--- config.mk ---
export PLATFORM = sky130hd
export DESIGN_NAME = majority_vote_sequencer
export DESIGN_NICKNAME = d
export VERILOG_FILES = /design/src/rtl/majority_vote_sequencer_pkg.sv /design/src/rtl/pair_triple_majority.sv /design/src/rtl/majority_vote_sequencer.sv
export SDC_FILE = /design/constraint.sdc
export NUM_CORES = 1
export LEC_CHECK = 0
export ABC_CLOCK_PERIOD_IN_PS = 1800
export CORE_MARGIN = 4
export CORE_UTILIZATION = 52
export CTS_CLUSTER_SIZE = 30
export DETAILED_ROUTE_END_ITERATION = 8
export PLACE_DENSITY = 0.76
export SETUP_SLACK_MARGIN = 0.1
export SYNTH_ARGS = -nofsm -noshare
export SYNTH_HDL_FRONTEND = slang
export SYNTH_SLANG_ARGS = --single-unit
--- constraint.sdc ---
create_clock -name clk -period 1.8 [get_ports clk]
set_clock_uncertainty 0.15 [all_clocks]
set_input_delay 0.36 -clock clk [delete_from_list [all_inputs] [get_ports clk]]
set_output_delay 0.36 -clock clk [all_outputs]
set_load 0.05 [all_outputs]
--- src/rtl/majority_vote_sequencer_pkg.sv ---
// Shared types and constants for the majority vote round controller.
package majority_vote_sequencer_pkg;

  typedef enum logic [1:0] {
    IDLE    = 2'd0,
    COLLECT = 2'd1,
    EVAL    = 2'd2,
    SHOW    = 2'd3
  } state_t;

  localparam int NUM_VOTERS  = 3;
  localparam int ROUND_CNT_W = 4;

endpackage

--- src/rtl/pair_triple_majority.sv ---
// Combinational 2-of-3 majority: high when at least two of the three votes are high.
module pair_triple_majority
  import majority_vote_sequencer_pkg::*;
(
  input  logic [NUM_VOTERS-1:0] votes,
  output logic                  result
);

  assign result = ((votes[0] | votes[1]) & votes[2]) | (votes[0] & votes[1]);

endmodule

--- src/rtl/majority_vote_sequencer.sv ---
// Round controller: collects one vote per voter (with timeout), evaluates the
// 2-of-3 majority, shows it for HOLD_CYCLES, then re-arms.
// Optional: define MVS_FIRST_VOTE_TIMEOUT_EN to restart the timeout on every new vote.
module majority_vote_sequencer
  import majority_vote_sequencer_pkg::*;
#(
  parameter int MAX_COUNT   = 10_000_000,
  parameter int HOLD_CYCLES = 4
) (
  input  logic                   clk,
  input  logic                   rst_n,
  input  logic                   ena,
  input  logic                   clear,
  input  logic [NUM_VOTERS-1:0]  vote_valid,
  input  logic [NUM_VOTERS-1:0]  vote_in,
  output logic                   result,
  output logic                   result_valid,
  output logic                   busy,
  output logic [NUM_VOTERS-1:0]  voted,
  output logic                   timeout_flag,
  output logic [ROUND_CNT_W-1:0] round_cnt
);

  localparam int TIMER_W = $clog2(MAX_COUNT + 1);
  localparam int HOLD_W  = $clog2(HOLD_CYCLES + 1);

  state_t                 state_q, state_d;
  logic [TIMER_W-1:0]     timer_q, timer_d;
  logic [HOLD_W-1:0]      hold_q, hold_d;
  logic [NUM_VOTERS-1:0]  voted_q, voted_d;
  logic [NUM_VOTERS-1:0]  votes_q, votes_d;
  logic                   result_q, result_d;
  logic                   timeout_q, timeout_d;
  logic                   pend_q, pend_d;
  logic [ROUND_CNT_W-1:0] round_q, round_d;

  logic [NUM_VOTERS-1:0]  new_votes;
  logic [NUM_VOTERS-1:0]  merged_voted;
  logic [NUM_VOTERS-1:0]  merged_votes;
  logic                   maj_out;

  pair_triple_majority u_majority (
    .votes  (votes_q),
    .result (maj_out)
  );

  // Only first strobes count; a voter that already voted cannot change its bit.
  assign new_votes    = vote_valid & ~voted_q;
  assign merged_voted = voted_q | new_votes;
  assign merged_votes = votes_q | (vote_in & new_votes);

  always_comb begin
    // NOTE: every signal gets a default first so no path through the case infers a latch.
    state_d   = state_q;
    timer_d   = timer_q;
    hold_d    = hold_q;
    voted_d   = voted_q;
    votes_d   = votes_q;
    result_d  = result_q;
    timeout_d = timeout_q;
    pend_d    = pend_q;
    round_d   = round_q;

    case (state_q)
      IDLE: begin
        if (|vote_valid) begin
          voted_d = vote_valid;
          votes_d = vote_in & vote_valid;
          timer_d = '0;
          pend_d  = 1'b0;
          state_d = (&vote_valid) ? EVAL : COLLECT;
        end
      end
      COLLECT: begin
        voted_d = merged_voted;
        votes_d = merged_votes;
        timer_d = timer_q + TIMER_W'(1);
`ifdef MVS_FIRST_VOTE_TIMEOUT_EN
        if (|new_votes) timer_d = '0;
`endif
        // A vote completing the set on the timeout cycle wins over the timeout.
        if (&merged_voted) begin
          state_d = EVAL;
          pend_d  = 1'b0;
        end else if (timer_q == TIMER_W'(MAX_COUNT - 1)) begin
          state_d = EVAL;
          pend_d  = 1'b1;
        end
      end
      EVAL: begin
        result_d  = maj_out;
        round_d   = round_q + ROUND_CNT_W'(1);
        timeout_d = pend_q;
        hold_d    = '0;
        state_d   = SHOW;
      end
      SHOW: begin
        if (hold_q == HOLD_W'(HOLD_CYCLES - 1)) begin
          state_d = IDLE;
          voted_d = '0;
          votes_d = '0;
        end else begin
          hold_d = hold_q + HOLD_W'(1);
        end
      end
      default: state_d = IDLE;
    endcase

    if (clear) begin
      state_d = IDLE;
      voted_d = '0;
      timer_d = '0;
    end
  end

  always_ff @(posedge clk or negedge rst_n) begin
    if (!rst_n) begin
      state_q   <= IDLE;
      timer_q   <= '0;
      hold_q    <= '0;
      voted_q   <= '0;
      votes_q   <= '0;
      result_q  <= 1'b0;
      timeout_q <= 1'b0;
      pend_q    <= 1'b0;
      round_q   <= '0;
    end else if (ena) begin
      // NOTE: non-blocking assignments so every register samples pre-edge values.
      state_q   <= state_d;
      timer_q   <= timer_d;
      hold_q    <= hold_d;
      voted_q   <= voted_d;
      votes_q   <= votes_d;
      result_q  <= result_d;
      timeout_q <= timeout_d;
      pend_q    <= pend_d;
      round_q   <= round_d;
    end
  end

  assign result       = result_q;
  assign result_valid = (state_q == SHOW);
  assign busy         = (state_q == COLLECT) || (state_q == EVAL);
  assign voted        = voted_q;
  assign timeout_flag = timeout_q;
  assign round_cnt    = round_q;

endmodule

# Yosys cells after proc, flatten, opt, wreduce, memory -nomap -nowiden
# Cells that the tools add are included.
# word_totals
regBits,42
in_bits,10
output_inout_bits,11
# op_classes
addsub,3
eq_ne,12
n_mux,22
n_bitwise,10
reduce_logical,17
# op_table
operator,n
2-to-1 mux 24 bit,2
case mux 24 bit (2 select lines),1
adder 24 x 1 -> 24 bit (second input constant),1
== test 24 bit (second input constant),1
case mux 3 bit (3 select lines),2
AND reduction 4 bit,4
2-to-1 mux 3 bit,5
2-to-1 mux 2 bit,6
AND reduction 3 bit,4
bitwise AND 3 bit,3
case mux 2 bit (4 select lines),1
inequality test 3 bit (second input constant),2
OR 3 bit,2
case mux 3 bit (2 select lines),1
nonzero test 3 bit,2
adder 4 x 1 -> 4 bit (second input constant),1
== test 2 bit (second input constant),2
inequality test 2 bit (second input constant),2
inequality test 4 bit (second input constant),1
nonzero test 2 bit,2
nonzero test 4 bit,1
adder 3 x 1 -> 3 bit (second input constant),1
== test 3 x 2 -> 1 bit (second input constant),1
2-to-1 mux 1 bit,3
other kinds (11),13

# Longest topological paths before layout
# Gate-level depths: netlist of the first run.
# depth
word_depth,7
ltp_mapped,9
depth_no_buf,7

# Cells and area by module
# A second synthesis of the first run with hierarchy kept.
# unflattened
cells_unflattened,279
area_unflattened_um2,2536.2
# modules_own_cells
mod,instances,cells_per_inst,area_each_um2,seq_area_each_um2
majority_vote_sequencer,1,278,2524.9,1051.0
pair_triple_majority,1,1,11.3,0.0

# Worst setup path before layout of the first run
# OpenSTA, ideal clock, no wires.
# synth_path
path_kind,register to register
startpoint,register state_q[1]
endpoint,register state_q[1]
arrival_ps,1921
setup_slack_ps,-397
stages_incl_launch_ff,7
path_buffers,1
period_less_slack_ps,2197
cell_sequence,dfrtp_1 > ha_1 > clkbuf_1 > or2b_2 > nand3_1 > a2111oi_0 > a311o_1
# synth_between
elab_chain_len,3
word_cells_on_any_way,10
cone_classes,eq/ne: 6; mux: 2; reduce/logical: 2
# synth_lines
item,line_no,rtl
start: declaration,majority_vote_sequencer.sv:27,"state_t state_q, state_d;"
start signal: assignment,majority_vote_sequencer.sv:129,state_q <= state_d;
== test 2 bit *,--,
net result_valid,majority_vote_sequencer.sv:17,"output logic result_valid,"
inequality test 3 x 2 -> 1 bit (no source line) / case mux 2 bit (4 select lines) (equally long branches),--,
AND reduction 4 bit (no source line) / 2-to-1 mux 2 bit (equally long branches),--,
# Mark *: on every way through the listed nets, which the timed path passes. The rest lies on a longest branch.
# A chain may end at the register's enable or synchronous reset.

# Worst setup path in the final report of the first run
# layout_path
startpoint,register state_q[1]
endpoint,register timer_q[15]
# layout_between
elab_chain_len,3
word_cells_on_any_way,7
cone_classes,eq/ne: 2; mux: 2; reduce/logical: 3
# layout_lines
item,line_no,rtl
== test 2 x 1 -> 1 bit / zero test 2 bit (equally long branches),majority_vote_sequencer.sv:64,case (state_q)
case mux 24 bit (2 select lines) (tied with other cells),majority_vote_sequencer.sv:64,
2-to-1 mux 24 bit / AND reduction 3 bit (equally long branches),--,
end signal: assignment,majority_vote_sequencer.sv:130,timer_q <= timer_d;
end: declaration,majority_vote_sequencer.sv:28,"logic [TIMER_W-1:0] timer_q, timer_d;"
# Parallel ways exist; a longest one is shown, timed or not.

==> key figures, run 1 <==
Clocking
  – Root buf cell: clkbuf_8
  – Clk sinks: 42
  – CTS tree: built
  – CTS clock-pin slew for the worst setup and hold paths: 0.09 ns
  – Skew-Pair Late Insertion Delay: 0.30 ns
  – Num CTS Buffers: 5
  – CTS max path bufs: 2
  – CTS HTree Levels: 2

Outcome
  – Failing checks: negative setup slack
  – Status: finished with violations

Synthesis
  – Syn avg cell area: 9.36 µm²
  – Syn nets: 278
  – Post-synth EDFFs: 0
  – FF+latch count, synth: 42
  – Primary FF master, synth: dfrtp_1
  – Sequential share of the synthesized area: 43.5%
  – Commonest cells post-synth: dfrtp_1 (42), o21ai_0 (37), nand2_1 (23)
  – Async set-reset flop share out of synthesis: between 90% and 100%
  – Post-synth top area share: 43.5%
  – Largest cells by area after synthesis: dfrtp_1 (44%), o21ai_0 (7.7%), ha_1 (5.2%)
  – Post-synth top area cell: dfrtp_1
  – Count of cell types in the netlist: 52
  – Mapped cell area: roughly 2400 µm²
  – Synth Instances: 258
  – Yosys warnings: 0
  – Most common cell in the netlist: dfrtp_1

Timing
  – Worst setup margin: -0.256 ns
  – Min Tclk post-route: around 2.1 ns
  – Unrepaired setup endpoints after global routing: true
  – Fraction of the cycle the final worst path needs: 114%
  – Final Hold Fails: 0
  – Slew Limit Fails: 0
  – Fmax: 0.486 GHz
  – Setup TNS: -4.70 ns
  – Worst-Margin Slew: between 0.5 and 0.6 ns
  – Setup violations, final: 34
  – Worst slew margin: 62.8%

Routing
  – DRC: 0
  – Drt total wl: 7690 µm
  – Vias per cell: 6.23
  – First-pass iteration count of the detailed router: 4
  – Wire per inst: 19.1 µm
  – DRT iter0 DRCs: 141
  – Post-route ant nets: 0
  – Via count: 2506

Critical path
  – CP Class: flop to flop
  – Worst Path Arrival: roughly 2.1 ns
  – Max stage delay on crit path: 0.41 ns
  – CP startpoint: state_q[1]
  – Most used cell, CP: buf_4
  – Critical path startpoint category: flop
  – Cell Chain, Critical Path: inv_2 > ha_4 > buf_4 > nor2_2 > o31ai_2 > buf_4 > nand4_1 > xor2_1 > nor2_1
  – Reg2reg path depth: 9
  – R2R Setup Slk: -0.26 ns
  – CP Data Required Time: 1.81 ns
  – Worst-path fanout max: 6
  – CP max-delay cell: dfrtp_1
  – Capture point of the worst reg-to-reg path: timer_q[15]
  – R2R Path Start: state_q[1]
  – CP endpoint: timer_q[15]
  – Worst Setup End Kind: flop

Global routing
  – Largest net degree at the start of global routing: 22
  – Tot GR Track Use: 25.7%
  – Vias in the first global route: approximately 2500
  – First-pass GRT wire length: 12300 µm
  – Antenna violations before repair: 0
  – Total gr overflow: 0

Hold path
  – Hold Crit Depth: 1
  – Tightest Hold Check Type: flop to flop

Layout
  – Area Overhead vs Synth: 54.7%
  – Antenna cell count: 0
  – Final Cell Area: 3730 µm²
  – Non-Filler Instances: 402
  – Nets: 369
  – Share of cells above drive strength 1: 45.1%

Place
  – I/O Buffers: 20
  – DP Cell Count: around 390
  – Dpl hpwl: 4530 µm
  – Gpl congestion: roughly 0.86
  – Placed Area: 3280 µm²

Floorplan
  – Core ar.: 4410 µm²
  – Rows: 24
  – DIE WIDTH: around 76 µm
  – Chip Height: 76.1 µm
  – I/O pin total: 21
  – Die Area: 5800 µm²
  – Initial core utilization: between 50% and 60%

Power
  – Worst vdd ir: 651 µV
  – P per Cell Area: 1210 nW/µm²
  – Pleak: 1.64 nW
  – Power, Total: 4.53 mW

Flow run
  – Max cap viols: 0
[worst max-delay path, delay by kind of cell, from the launching register on]
family	cells	cell delay, ns
buf+inv	3	0.45
flops	1	0.41
compound gates	1	0.27
simple gates	3	0.25
xor+xnor	1	0.22
fa+ha+maj	1	0.16
[routing by layer]
metal	GRT usage (%)	up-vias	part of all wire, %
met4	9.09	0	3.6
met1	30.9	1227	38
met3	5.32	31	5.3
met2	45.1	104	53
met5	0	-	0
li1	-	1144	-
[kinds of logic (layout without fill, tap and decap cells)]
family	count (synthesis)	count (layout)	synth area share, %
simple gates	102	102	23.5
xor+xnor	9	9	3.26
mux	3	3	1.35
compound gates	75	75	19.6
fa+ha+maj	10	10	5.18
buf+inv	17	109	3.58
flops	42	42	43.5
[registers in the layout (all words and copies together) (netlist names)]
register      cells
state_q           2
timer_q          24
result            1
round_cnt         4
voted             3
pend_q            1
votes_q           3
timeout_flag      1
hold_q            3
[power breakdown]
group	switching, mW	internal (mW)	leakage [nW]
Clock	0.369	0.280	0.0447
Sequential	0.135	1.10	0.570
Combinational	1.38	1.26	1.02
Total	1.88	2.65	1.64
[worst min path at each step]
| stage | from | to |
|---|---|---|
| 3_3_place_gp | rst_n | hold_q[1] |
| 6_report | round_cnt[3] | round_cnt[3] |
| 5_1_grt | result | result |
| 2_1_floorplan | rst_n | hold_q[0] |
| 3_5_place_dp | rst_n | hold_q[1] |
| 4_1_cts | round_cnt[3] | round_cnt[3] |
[what timing repair did]
action                                  in CTS  in global routing
buffers inserted                             4                  3
pin swaps                                   21                 14
hold buffers                                 1                  0
endpoints found under the hold margin       19                  0
resized for setup                           37                 34
endpoints found under the setup margin      34                 40
gates cloned                                 1                  0
[stage by stage]
step                util [%]  hold slack [ns]  setup WS, ns
finish                  84.6            0.325        -0.256
global route            84.6            0.361        -0.331
CTS                     81.2            0.332        -0.155
detailed placement      74.4            0.192        -0.526
global placement        74.4            0.188        -0.504
floorplan                  -          -0.0856        -0.149
[final cells by class]
class / instances / area [µm²]
Timing Repair Buffer: 93 / 878
Clock inverter: 3 / 25.0
Clock buffer: 5 / 68.8
Fill cell: 236 / 679
Multi-Input combinational cell: 199 / 1620
Inverter: 8 / 30.0
Sequential cell: 42 / 1050
Tap cell: 52 / 65.1
[placed cells by master, fill, tap and decap left out, types with 3 or more instances in the layout]
cell             count
buf_4               67
dfrtp_1             41
nand2_1             18
nor2_1              18
o21ai_1             16
o21ai_2             12
nand3_1             11
buf_12              10
nand4_1              9
a22o_1               8
o21ai_0              8
xor2_1               7
inv_1                6
nor2b_1              5
ha_1                 5
clkbuf_8             5
clkdlybuf4s50_1      5
buf_6                5
nor3_2               4
nand2_2              4
o31ai_2              4
ha_4                 4
nand3_2              3
nor2_4               3
a21oi_1              3
nand2b_1             3
o2111ai_1            3
dlygate4sd2_1        3
Power figures use the tool's default switching activity.
==> run 2, diff against run 1 <==
Settings changed: GPL_TIMING_DRIVEN set to 0.
==> run 2 against run 1 <==
Compared with the run above: the flow still finishes with violations (negative setup slack); register-to-register slack is essentially flat; utilization fell by 2.1 points; non-clock buffer count is 22 lower; largest cell class unchanged.
==> key figures, run 2 (same netlist as run 1, synthesis figures left out) <==
Outcome
  – Status: finished with violations (unchanged)
  – Failing checks: negative setup slack (unchanged)

Routing
  – DRT iter0 DRCs: 174 (was 141)
  – DRC: 0 (unchanged)
  – Vias per cell: 6.54 (was 6.23)
  – First-pass iteration count of the detailed router: 4 (unchanged)
  – Via count: 2487 (was 2506)
  – Drt total wl: 7790 µm (was 7690 µm)
  – Post-route ant nets: 0 (unchanged)
  – Wire per inst: 20.5 µm (was 19.1 µm)

Clocking
  – CTS max path bufs: 2 (unchanged)
  – CTS HTree Levels: 2 (unchanged)
  – Clk sinks: 42 (unchanged)
  – CTS clock-pin slew for the worst setup and hold paths: 0.09 ns (about the same)
  – Num CTS Buffers: 5 (unchanged)
  – Root buf cell: clkbuf_8 (unchanged)
  – Skew-Pair Late Insertion Delay: 0.32 ns (was 0.30 ns)
  – CTS tree: built (unchanged)

Place
  – Dpl hpwl: 4000 µm (was 4530 µm)
  – Gpl congestion: 0.855 (was 0.860)
  – Dpl ws: -0.636 ns (was -0.526 ns)
  – Placed Area: 2820 µm² (was 3280 µm²)
  – DP Cell Count: 331 (was 385)
  – I/O Buffers: 20 (unchanged)

Power
  – P per Cell Area: 1230 nW/µm² (was 1210 nW/µm²)
  – Worst vdd ir: 829 µV (was 651 µV)
  – Power, Total: 4.47 mW (was 4.53 mW)
  – Pleak: 1.53 nW (was 1.64 nW)

Layout
  – Share of cells above drive strength 1: 44.8% (was 45.1%)
  – Area Overhead vs Synth: 50.8% (was 54.7%)
  – Antenna cell count: 0 (unchanged)
  – Top reg by flops: timer_q (unchanged)
  – Max reg flops: 24 (unchanged)
  – Final Cell Area: 3640 µm² (was 3730 µm²)
  – Final design utilization: 82.5% (was 84.6%)
  – Most frequent cells in the layout: dfrtp_1 (36), buf_4 (29), nand2_1 (18) (was buf_4 (67), dfrtp_1 (41), nand2_1 (18), nor2_1 (18), o21ai_1 (16))
  – Nets: 347 (was 369)
  – Non-Filler Instances: 380 (was 402)
  – Commonest non-fill, non-tap cell in the layout: dfrtp_1 (was buf_4)

Critical path
  – CP Class: flop to flop (unchanged)
  – CP Data Required Time: 1.85 ns (was 1.81 ns)
  – Critical path startpoint category: flop (unchanged)
  – R2R Path Start: state_q[1] (unchanged)
  – Worst Setup End Kind: flop (unchanged)
  – Worst Path Arrival: 2.12 ns (was 2.07 ns)
  – R2R Setup Slk: -0.26 ns (about the same)
  – Reg2reg path depth: 8 (was 9)
  – Capture point of the worst reg-to-reg path: timer_q[4] (was timer_q[15])
  – Worst-path fanout max: 5 (was 6)

Timing
  – Min Hold Slack: 0.318 ns (was 0.325 ns)
  – Slew Limit Fails: 0 (unchanged)
  – Fmax: 0.485 GHz (was 0.486 GHz)
  – Setup TNS: -5.73 ns (was -4.70 ns)
  – Min Tclk post-route: 2.06 ns (about the same)
  – Worst slew margin: 64.7% (was 62.8%)
  – Fraction of the cycle the final worst path needs: 115% (was 114%)
  – Final Hold Fails: 0 (unchanged)
  – Worst-Margin Slew: 0.529 ns (was 0.554 ns)
  – Setup violations, final: 35 (was 34)
  – Worst setup margin: -0.262 ns (was -0.256 ns)
  – Unrepaired setup endpoints after global routing: true (unchanged)

Flow run
  – Max cap viols: 0 (unchanged)

Floorplan
  – Rows: 24 (unchanged)
  – Initial core utilization: 54.7% (unchanged)
  – I/O pin total: 21 (unchanged)
  – Chip Height: 76.1 µm (unchanged)
  – Die Area: 5800 µm² (unchanged)
  – DIE WIDTH: 76.1 µm (unchanged)
  – Core ar.: 4410 µm² (unchanged)

Global routing
  – Vias in the first global route: 2274 (was 2526)
  – First-pass GRT wire length: 11400 µm (was 12300 µm)
  – Antenna violations before repair: 0 (unchanged)
  – Tot GR Track Use: 23.7% (was 25.7%)
  – Total gr overflow: 0 (unchanged)
  – Largest net degree at the start of global routing: 23 (was 22)

Hold path
  – Hold Crit Depth: 1 (unchanged)
  – Tightest Hold Check Type: flop to flop (unchanged)
  – Hold Crit Start: round_cnt[3] (unchanged)
  – Hold Path End: round_cnt[3] (unchanged)
run 2: changes by cell type in the layout (fill, tap and decap cells not counted), moves of 5 or more:
cell             delta
o21ai_1             -5
o21ai_2             +5
buf_6               +7
buf_4              -38
buf_12             -10
dfrtp_2             +5
buf_8               +6
dfrtp_1             -5
clkdlybuf4s15_2     +6
run 2: worst max-delay path, cell delays in order (launching register included):
cell     delay [ns]
dfrtp_2        0.45
inv_4          0.10
ha_4           0.16
or4b_4         0.51
nand2_4        0.13
o21a_4         0.17
buf_6          0.15
o21ai_2        0.06
o31ai_1        0.08
run 2: how the worst max path moves through the flow:
stage | startpoint | end | cells after the start
global route | state_q[1] | timer_q[4] | 8
global placement | rst_n | state_q[0] | 1
detailed placement | vote_valid[0] | timer_q[15] | 7
CTS | state_q[1] | timer_q[3] | 8
finish | state_q[1] | timer_q[4] | 8
floorplan | state_q[1] | timer_q[19] | 8
run 2: cell type report:
type | instances | area, µm²
buffer | 9 | 109
clock buffer | 5 | 68.8
clock inverter | 3 | 45.0
fill | 235 | 772
inverter | 8 | 35.0
multi-input combinational | 199 | 1670
sequential | 42 | 1060
tap | 52 | 65.1
timing repair buffer | 62 | 591
run 2: timing repair:
| item | in CTS | in global routing |
|---|---|---|
| hold buffers | 1 | 0 |
| hold endpoints to repair | 20 | 0 |
| pin swaps | 28 | 14 |
| setup buffers | 24 | 12 |
| setup endpoints to repair | 44 | 45 |
| gates cloned | 4 | 0 |
| resized for setup | 101 | 47 |
run 2: power breakdown:
group	total (mW)	leakage [nW]	internal, mW	switching (mW)
clock	0.794	0.0504	0.413	0.380
combinational	2.40	0.918	1.05	1.35
sequential	1.27	0.562	1.10	0.168
total	4.47	1.53	2.57	1.90
run 2: routing by layer:
metal / track usage (%) / vias up / share of wire (%)
met3: 4.73 / 45 / 5.7
li1: - / 1093 / -
met4: 8.04 / 0 / 4.7
met2: 39.7 / 117 / 51
met5: 0 / - / 0
met1: 30.6 / 1232 / 39
==> patch (config.mk and constraints of run 2) <==
Add a define of `MVS_FIRST_VOTE_TIMEOUT_EN`.
--- a/src/rtl/majority_vote_sequencer.sv
+++ b/src/rtl/majority_vote_sequencer.sv
@@ -1,6 +1,8 @@
 // Round controller: collects one vote per voter (with timeout), evaluates the
 // 2-of-3 majority, shows it for HOLD_CYCLES, then re-arms.
 // Optional: define MVS_FIRST_VOTE_TIMEOUT_EN to restart the timeout on every new vote.
+`define MVS_FIRST_VOTE_TIMEOUT_EN
+
 module majority_vote_sequencer
   import majority_vote_sequencer_pkg::*;
 #(
Formal check against the unedited RTL: no difference found for any inputs over 10 cycles, from zero or initial values and one cycle with rst_n low; that may be too few to reach the edited logic, so the function may still have changed.
==> patch against run 2 <==
Die area grew 3.2%. Sequential cell count is the same. Global-route usage shrank 0.18 points. Routed wire length shrank 0.86%. Final cell count shrank 2.4%. Synthesized cell count grew 3.1%. Highest routed layer unchanged. Count of clock-buffer cells in the layout is the same. First-iteration DRC count grew 26%. Design area shrank 0.38%. Sequential share of layout area grew 0.11 points. Area after synthesis grew 3.6%. Power shrank 9.6%. Worst setup slack lost 0.072 ns. Largest power group unchanged. The flow still finishes with violations (setup timing).
==> patch: results (changes against run 2) <==
failing checks=setup timing; Clk Latency, worst-skew pair=0.30 ns (-0.02 ns); worst-path fanout max=4 (-1); Final setup viols=35 (unchanged); total number of vias=2445 (-1.7%); DP Cell Count=338 (+2.1%); first-pass GRT wire length=11400 um (+0.12%); Port Buffers=19 (-5.0%); drt pass-1 iters=5 (+1); reg2reg end=votes_q[0]$_DFFE_PN0P_; DRT Wirelength=7730 um (-0.86%); post-synth cell types=49 (-5.8%); share of layout cells above drive strength 1=45.1% (+0.32 points); register area share after synthesis=42.0% (-1.5 points); Detail Placement HPWL=4000 um (-0.13%); Static Leak=1.46 nW (-4.8%); Reg2Reg Depth=7 (-1); largest cells by area after synthesis=dfrtp_1 (42%), ha_1 (5.0%), o21ai_0 (3.8%), nand3_1 (3.4%), nor2_1 (3.3%); GRT Util Overall=23.6% (-0.18 points); vias in the first global route=2337 (+2.8%); routed len/inst=20.8 um (+1.5%); status=finished, violations left; Syn Area/Cell=9.40 um^2 (+0.46%); routability cong.=0.868 (+1.6%); Setup WS post-layout=-0.334 ns (-0.0720 ns)
[patch: final cells by class]
type	instances	area [um^2]
Fill cell	252	876
Inverter	7	28.8
Sequential cell	42	1060
Clock inverter	3	45.0
Tap cell	52	65.1
Buffer	8	80.1
Timing Repair Buffer	46	430
Clock buffer	5	68.8
Multi-Input combinational cell	208	1850
[patch: how the worst max path moves through the flow]
stage / start / end
6_report: state_q[1]$_DFFE_PN0P_ / votes_q[0]$_DFFE_PN0P_
5_1_grt: state_q[1]$_DFFE_PN0P_ / timer_q[22]$_DFFE_PN0P_
4_1_cts: state_q[1]$_DFFE_PN0P_ / votes_q[1]$_DFFE_PN0P_
3_5_place_dp: vote_valid[1] / timer_q[7]$_DFFE_PN0P_
3_3_place_gp: rst_n / timer_q[14]$_DFFE_PN0P_
2_1_floorplan: state_q[0]$_DFFE_PN0P_ / votes_q[0]$_DFFE_PN0P_
[patch: power groups by stage]
stage | logic, W | registers, W | clock network, W
after floorplan | 0.000831 | 0.00142 | 0
after global placement | 0.00137 | 0.00124 | 0
after detailed placement | 0.00139 | 0.00124 | 0
after CTS | 0.00169 | 0.00123 | 0.000776
after global routing | 0.00214 | 0.00126 | 0.000827
final | 0.00202 | 0.00124 | 0.000778
[patch: critical path: stages, from the launching register on]
cell      delay [ns]
dfrtp_1         0.44
inv_2           0.11
ha_4            0.16
or4b_4          0.49
and4b_4         0.23
nand3_2         0.08
o21bai_1        0.07
a221o_1         0.30
[patch: logic make-up (layout without fill, tap and decap cells)]
kind of cell / Yosys count / in the layout / share of synthesized area (%)
XOR/XNOR: 10 / 10 / 3.50
AND/OR/NAND/NOR: 111 / 111 / 25.0
AO/OA/AOI/OAI: 71 / 71 / 19.2
buffers and inverters: 16 / 69 / 2.75
adder cells (fa/ha/maj): 10 / 10 / 5.00
multiplexers: 6 / 6 / 2.55
flip-flops: 42 / 42 / 42.0
[patch: stage by stage]
step / cell area [um^2] / total power [W] / hold slack (ns) / setup TNS [ns] / setup slack [ns]
2_1_floorplan: 2590 / 0.00225 / -0.0856 / -2.93 / -0.228
3_3_place_gp: 2850 / 0.00261 / 0.307 / -58.81 / -0.884
3_5_place_dp: 2860 / 0.00263 / 0.138 / -21.48 / -0.776
4_1_cts: 3300 / 0.00369 / 0.324 / -5.63 / -0.271
5_1_grt: 3630 / 0.00423 / 0.354 / -12.22 / -0.432
6_report: 3630 / 0.00404 / 0.316 / -9.28 / -0.334
[patch: what timing repair did]
action,CTS,global route
setup buffers,15,7
endpoints found under the hold margin,14,0
pin swaps,13,19
hold buffers,1,0
gates resized for setup,86,73
gates cloned,3,0
endpoints found under the setup margin,44,48
[patch: layer usage]
layer	up-vias	GRT usage, %	wire length (um)
met4	0	11.9	197
met1	1193	30.1	3110
met3	18	5.32	523
met5	-	0	0
li1	1110	-	-
met2	124	37.7	3890
